===== config.mk =====
export PLATFORM = sky130hd
export DESIGN_NAME = range_sweep
export DESIGN_NICKNAME = d
export VERILOG_FILES = /design/src/rtl/range_sweep.sv
export SDC_FILE = /design/constraint.sdc
export NUM_CORES = 1
export LEC_CHECK = 0
export ABC_AREA = 1
export BUFFER_PORTS_ARGS = -buffer_cell sky130_fd_sc_hd__buf_4
export CAP_MARGIN = 20
export CORE_MARGIN = 3
export CORE_UTILIZATION = 35
export CTS_BUF_LIST = sky130_fd_sc_hd__clkbuf_8
export CTS_CLUSTER_SIZE = 10
export DETAILED_ROUTE_END_ITERATION = 8
export PLACE_DENSITY = 0.54
export SLEW_MARGIN = 20
export SYNTH_ARGS = -nofsm -noshare
export SYNTH_HDL_FRONTEND = slang
export SYNTH_SLANG_ARGS = --single-unit

===== constraint.sdc =====
create_clock -name clk -period 2.6 [get_ports clk]
set_clock_uncertainty 0.05 [all_clocks]
set_input_delay 0.52 -clock clk [delete_from_list [all_inputs] [get_ports clk]]
set_output_delay 0.52 -clock clk [all_outputs]
set_load 0.02 [all_outputs]

===== src/rtl/range_sweep.sv =====
// range_sweep: valid/ready value generator over [LOWER_BOUND, UPPER_BOUND).
// Define RANGE_SWEEP_CHECK_EN to build the embedded range checker driving err.
module range_sweep #(
  parameter int WIDTH       = 7,
  parameter int LOWER_BOUND = 85,
  parameter int UPPER_BOUND = 120,
  parameter int STEP_W      = 4
) (
  input  logic              clk,
  input  logic              rst_n,
  input  logic              start,
  input  logic              stop,
  input  logic              continuous,
  input  logic [STEP_W-1:0] step,
  output logic [WIDTH-1:0]  dout,
  output logic              dout_valid,
  input  logic              dout_ready,
  output logic              busy,
  output logic              wrap,
  output logic              done,
  output logic              err
);

  localparam int SUM_W =
    ((WIDTH > STEP_W) ? WIDTH : STEP_W) + 1;
  localparam logic [WIDTH-1:0] LO =
    WIDTH'(LOWER_BOUND);
  localparam logic [SUM_W-1:0] HI =
    SUM_W'(UPPER_BOUND);

  if (LOWER_BOUND >= UPPER_BOUND ||
      UPPER_BOUND > 2**WIDTH) begin : g_bad_bounds
    $error("range_sweep: illegal LOWER/UPPER bounds");
  end

  typedef enum logic {
    IDLE = 1'b0,
    RUN  = 1'b1
  } state_t;

  state_t            state;
  logic [STEP_W-1:0] step_q;
  logic              cont_q;
  logic              stop_pend;

  logic [SUM_W-1:0]  nxt;
  logic              xfer;
  logic              at_top;
  logic              end_req;

  // Sum is one bit wider than either operand so it never overflows.
  always_comb begin
    xfer    = dout_valid & dout_ready;
    nxt     = SUM_W'(dout) + SUM_W'(step_q);
    at_top  = (nxt >= HI);
    end_req = stop_pend | stop;
  end

  always_ff @(posedge clk or negedge rst_n) begin
    if (!rst_n) begin
      state      <= IDLE;
      dout       <= LO;
      dout_valid <= 1'b0;
      busy       <= 1'b0;
      wrap       <= 1'b0;
      done       <= 1'b0;
      step_q     <= STEP_W'(1);
      cont_q     <= 1'b0;
      stop_pend  <= 1'b0;
    end else begin
      wrap <= 1'b0;
      done <= 1'b0;
      unique case (state)
        IDLE: begin
          if (start) begin
            step_q     <= (step == '0) ?
                          STEP_W'(1) : step;
            cont_q     <= continuous;
            dout       <= LO;
            dout_valid <= 1'b1;
            busy       <= 1'b1;
            stop_pend  <= 1'b0;
            state      <= RUN;
          end
        end
        RUN: begin
          if (stop)
            stop_pend <= 1'b1;
          if (xfer) begin
            unique case (1'b1)
              end_req: begin
                dout_valid <= 1'b0;
                busy       <= 1'b0;
                done       <= 1'b1;
                stop_pend  <= 1'b0;
                state      <= IDLE;
              end
              (!end_req && at_top && cont_q): begin
                dout <= LO;
                wrap <= 1'b1;
              end
              (!end_req && at_top && !cont_q): begin
                dout_valid <= 1'b0;
                busy       <= 1'b0;
                done       <= 1'b1;
                stop_pend  <= 1'b0;
                state      <= IDLE;
              end
              default: begin
                dout <= nxt[WIDTH-1:0];
              end
            endcase
          end
        end
        default: begin
          state <= IDLE;
        end
      endcase
    end
  end

`ifdef RANGE_SWEEP_CHECK_EN
  logic oob;

  always_comb begin
    oob = dout_valid &&
          ((dout < LO) || (SUM_W'(dout) >= HI));
  end

  // Sticky until reset: one bad beat is enough to flag the path.
  always_ff @(posedge clk or negedge rst_n) begin
    if (!rst_n)
      err <= 1'b0;
    else if (oob)
      err <= 1'b1;
  end
`else
  assign err = 1'b0;
`endif

endmodule


# ---- After elaboration in Yosys (flattened, before gate mapping)
# Index checks and enable logic that the tools add are counted.
dict set report totals {
  reg_bits 17
  input_bits 10
  output_inout_bits 12
  word_cells 51
}
dict set report classes {
  n_addsub 1
  n_lt_le_gt_ge 1
  eq_ne 4
  mux 24
  bitwise_logic 3
  n_reduce_logical 10
}
# cell n
set ops {}
lappend ops {{7-bit case mux with 2 select lines} 2}
lappend ops {{1-bit two-way mux} 16}
lappend ops {{7-bit two-way mux} 2}
lappend ops {{7-bit by 4-bit adder with 8-bit output} 1}
lappend ops {{8-bit by 7-bit >= comparator with 1-bit output (second input constant)} 1}
lappend ops {{2-bit inequality test (second input constant)} 3}
lappend ops {{1-bit case mux with 2 select lines} 3}
lappend ops {{3-bit AND reduction} 2}
lappend ops {{4-bit logical NOT} 1}
lappend ops {{4-bit two-way mux} 1}
lappend ops {{1-bit logical AND} 3}
lappend ops {{1-bit logical NOT} 2}
lappend ops {{2-bit by 1-bit inequality test with 1-bit output (second input constant)} 1}
lappend ops {{2-bit AND reduction} 1}
lappend ops {{2-bit OR reduction} 1}
lappend ops {{1-bit AND} 1}
lappend ops {{1-bit inverter} 1}
lappend ops {{1-bit OR} 1}

# ---- Longest topological paths before layout
dict set report logic_depth {
  word_depth 8
  ltp_mapped 16
}

# ---- Worst setup path after synthesis
# Ideal clock, no wire load.
dict set report synth_timing {
  kind {flip-flop to flip-flop}
  startpoint {register dout[0]}
  endpoint {register dout[3]}
  setup_ns 0.117
  t_arrival_ns 2.083
  slack_ns 0.350
  path_stages_with_launch 16
  path_buffers 0
  period_less_slack_ns 2.250
  path_cell_list {dfstp_2 ha_1 inv_1 fa_1 inv_1 nand3_1 nand3b_1 nand2_1 nor2_1 nand3_2 nand2_4 nand2_4 nand3_4 nand2_4 nand2_1 nand2_1}
}
dict set report synth_between {
  elab_chain_cells 8
}
# item line
set synth_rtl {}
lappend synth_rtl {{start, declared} 15} ;# output logic [WIDTH-1:0] dout,
lappend synth_rtl {{start signal, assigned} 110} ;# dout <= nxt[WIDTH-1:0];
lappend synth_rtl {{7-bit by 4-bit adder with 8-bit output *} 54} ;# nxt = SUM_W'(dout) + SUM_W'(step_q);
lappend synth_rtl {{8-bit by 7-bit >= comparator with 1-bit output} 55} ;# at_top = (nxt >= HI);
lappend synth_rtl {{1-bit logical AND} {98, 102}}
lappend synth_rtl {{1-bit logical AND} 102} ;# (!end_req && at_top && !cont_q): begin
lappend synth_rtl {{2-bit OR reduction (no line)} -}
lappend synth_rtl {{7-bit case mux with 2 select lines} 90} ;# unique case (1'b1)
lappend synth_rtl {{7-bit two-way mux} 89} ;# if (xfer) begin
lappend synth_rtl {{7-bit case mux with 2 select lines} 73} ;# unique case (state)
# Mark *: on every way between the ends. The rest lies on a longest branch, timed or not. The select of a mux whose other input is x is not followed.
# A chain may end at the register's enable or synchronous reset.

# ---- Worst setup path after layout
# Same ends and word-level chain as after synthesis.

==> metrics.md <==
| Metric | Value |
|---|---|
| Die area | 3756 um2 |
| Wire per inst | 12.84 um |
| Overall routing resource usage | 0.1484 |
| Post-route DRC | 0 |
| Starting Density | 0.3782 |
| Setup TNS | 0 ns |
| Crit path required time | 2.69 ns |
| Root Driver | clkbuf_8 |
| Reg2Reg Depth | 15 |
| Rows | 19 |
| Share of layout cells above drive strength 1 | 0.2795 |
| Syn_nets | 155 |
| Fin crit period | 2.360 ns |
| Setup-failing EPs final | 0 |
| WS Path Type | reg -> reg |
| CP arrival | 2.45 ns |
| Peak supply drop | 0.5901 mV |
| Largest net degree at the start of global routing | 19 |
| PwrDens | 1172 nW/um2 |
| IO buf count | 20 |
| RSZ-0062 raised after global routing | no |
| Drt pass-1 iters | 4 |
| Final Hold Fails | 0 |
| Critical path peak fanout | 9 |
| Vias in the first global route | 913 |
| Fmax | 423.7 MHz |
| GPL Wtd Cong | 0.7931 |
| Worst reg2reg endpoint | dout[3] |
| Slew Limit Fails | 0 |
| Clock H-tree levels | 1 |
| Fin nets | 177 |
| First-pass GRT wire length | 4105 um |
| Clock Latency Late Sink | 0.25 ns |
| Leakage | 0.7175 nW |
| Final Cycle Share | 0.9078 |
| Reg2Reg Setup Slack | 0.24 ns |
| Core Region | 2829 um2 |
| Total Power | 1.514 mW |
| Initial antenna violation count | 0 |
| Worst setup SP type | flop |
| CTS buffer count | 3 |
| Vias after detailed routing | 947 |
| Gr ovfl total | 0 |
| Count of cell types in the netlist | 24 |
| WL final | 2466 um |
| CP Capture Type | flop |
| DIE WIDTH | 61.29 um |
| Synth Instances | 140 |
| # hold bufs at CTS | 0 |
| Status | complete, no violations |
| Sink Count | 17 |
| HP Class | in -> async |
| Clk pin slew, worst setup/hold paths | 0.07 ns |
| Seq/Total Area, Yosys | 0.4035 |
| Reg2reg start | dout[0] |
| Antenna cells | 0 |
| Dpl hpwl | 1874 um |
| Die Span Y | 61.29 um |
| Mapped cell area | 1070 um2 |
| I/O Pins | 22 |
| Clk buf depth | 2 |
| YS warnings | 0 |
| Area delta synth->final | 20.82% |
| Max-cap viol count | 0 |
| CTS tree | yes |
| DR vias/cell | 4.932 |
| Synth Register Bits | 17 |
| DR iter-0 viols | 45 |
| Antenna viol nets, final | 0 |
| Mean post-synth cell area | 7.641 um2 |
power by group:
group          switching (mW)  total [mW]  internal (mW)
clock network          0.0903       0.195          0.105
logic                   0.503       0.812          0.310
registers               0.107       0.507          0.400
total                   0.700        1.51          0.814
layer usage:
metal	up-vias	part of all wire	GRT usage
met5	-	0	0
met4	0	0.022	0.06192
met3	9	0.045	0.02935
met2	27	0.48	0.2356
met1	430	0.46	0.1971
li1	481	-	-
Yosys cell counts, drive strengths merged:
cell type	number	share of area
nand3b	1	0.0070
nand2	46	0.19
xor2	1	0.0082
a21oi	7	0.036
dfstp	5	0.12
buf	2	0.014
a31oi	1	0.0059
inv	21	0.074
dfrtp	12	0.28
o21ai	5	0.023
fa	1	0.019
conb	1	0.0035
ha	4	0.047
nand4	3	0.018
nor2	11	0.039
nor3	1	0.0047
nand3	17	0.10
clkbuf	1	0.0035
area by class of cell:
| class | instances | area, um2 |
|---|---|---|
| inverter | 21 | 78.83 |
| clock inverter | 1 | 3.754 |
| timing repair buffer | 20 | 150.1 |
| tap | 31 | 38.79 |
| multi-input combinational | 99 | 548.0 |
| fill | 295 | 1536 |
| sequential | 17 | 431.7 |
| clock buffer | 3 | 41.29 |
flip-flops by register name (all words and copies together) (netlist names):
| name | count |
|---|---|
| busy | 1 |
| wrap | 1 |
| state | 1 |
| stop_pend | 1 |
| done | 1 |
| dout | 7 |
| step_q | 4 |
| cont_q | 1 |
how the worst max path moves through the flow:
stage / from / endpoint / slack [ns] / depth (start not counted)
floorplan: dout[0] / dout[3] / 0.35 / 15
global placement: dout[0] / dout[3] / 0.31 / 15
detailed placement: dout[0] / dout[3] / 0.23 / 15
CTS: dout[0] / dout[3] / 0.20 / 15
global route: dout[0] / dout[0] / 0.04 / 16
finish: dout[0] / dout[3] / 0.24 / 15
cell families after synthesis:
family,synth area share
adders and majority gates,0.06550
and+or+nand+nor,0.3626
xor gates and xnor gates,0.008189
AOI/OAI and AO/OA,0.06550
other,0.003505
DFF,0.4035
buffers and inverters,0.09122
placed cells by master (no fill, tap or decap):
cell type / n
nand2_2: 6
nand4_1: 3
nand3_2: 2
nor3_1: 1
nand3_4: 1
a21oi_2: 1
buf_4: 20
nand3_1: 14
fa_2: 1
nand3b_1: 1
dfrtp_1: 12
ha_1: 4
conb_1: 1
nor2_2: 1
clkbuf_8: 3
xor2_1: 1
nand2_4: 3
o21ai_0: 5
nand2_1: 37
dfstp_2: 5
a31oi_1: 1
inv_1: 20
a21oi_1: 6
inv_2: 2
nor2_1: 10
critical path, cell delays in order, from the launching register on:
cell and delay [ns]:
dfstp_2 0.55, ha_1 0.16, inv_1 0.06, fa_2 0.35
inv_1 0.08, nand3_1 0.10, nand2_2 0.10, nand4_1 0.11
nand2_1 0.10, nand3_2 0.10, nand2_4 0.10, nand2_4 0.06
nand3_4 0.12, nand2_4 0.09, nand2_1 0.08, nand2_1 0.05
what timing repair did:
item	CTS	global route
setup endpoints to repair	0	3
resized for setup	0	3
setup buffers	0	0
stage by stage:
step / hold WS [ns] / utilization / area (um2) / std cells / setup slack, ns
after floorplan: 0.1744 / - / 1070 / 140 / 0.3502
after detailed placement: 0.3494 / 0.4383 / 1240 / 188 / 0.2316
after CTS: 0.07675 / 0.4542 / 1285 / 192 / 0.2039
after global placement: 0.3489 / 0.4383 / 1240 / 188 / 0.3143
final: 0.07337 / 0.4569 / 1292 / 192 / 0.2397
after global routing: 0.07899 / 0.4569 / 1292 / 192 / 0.03840
Note: power is estimated with default switching activity, not from simulation.
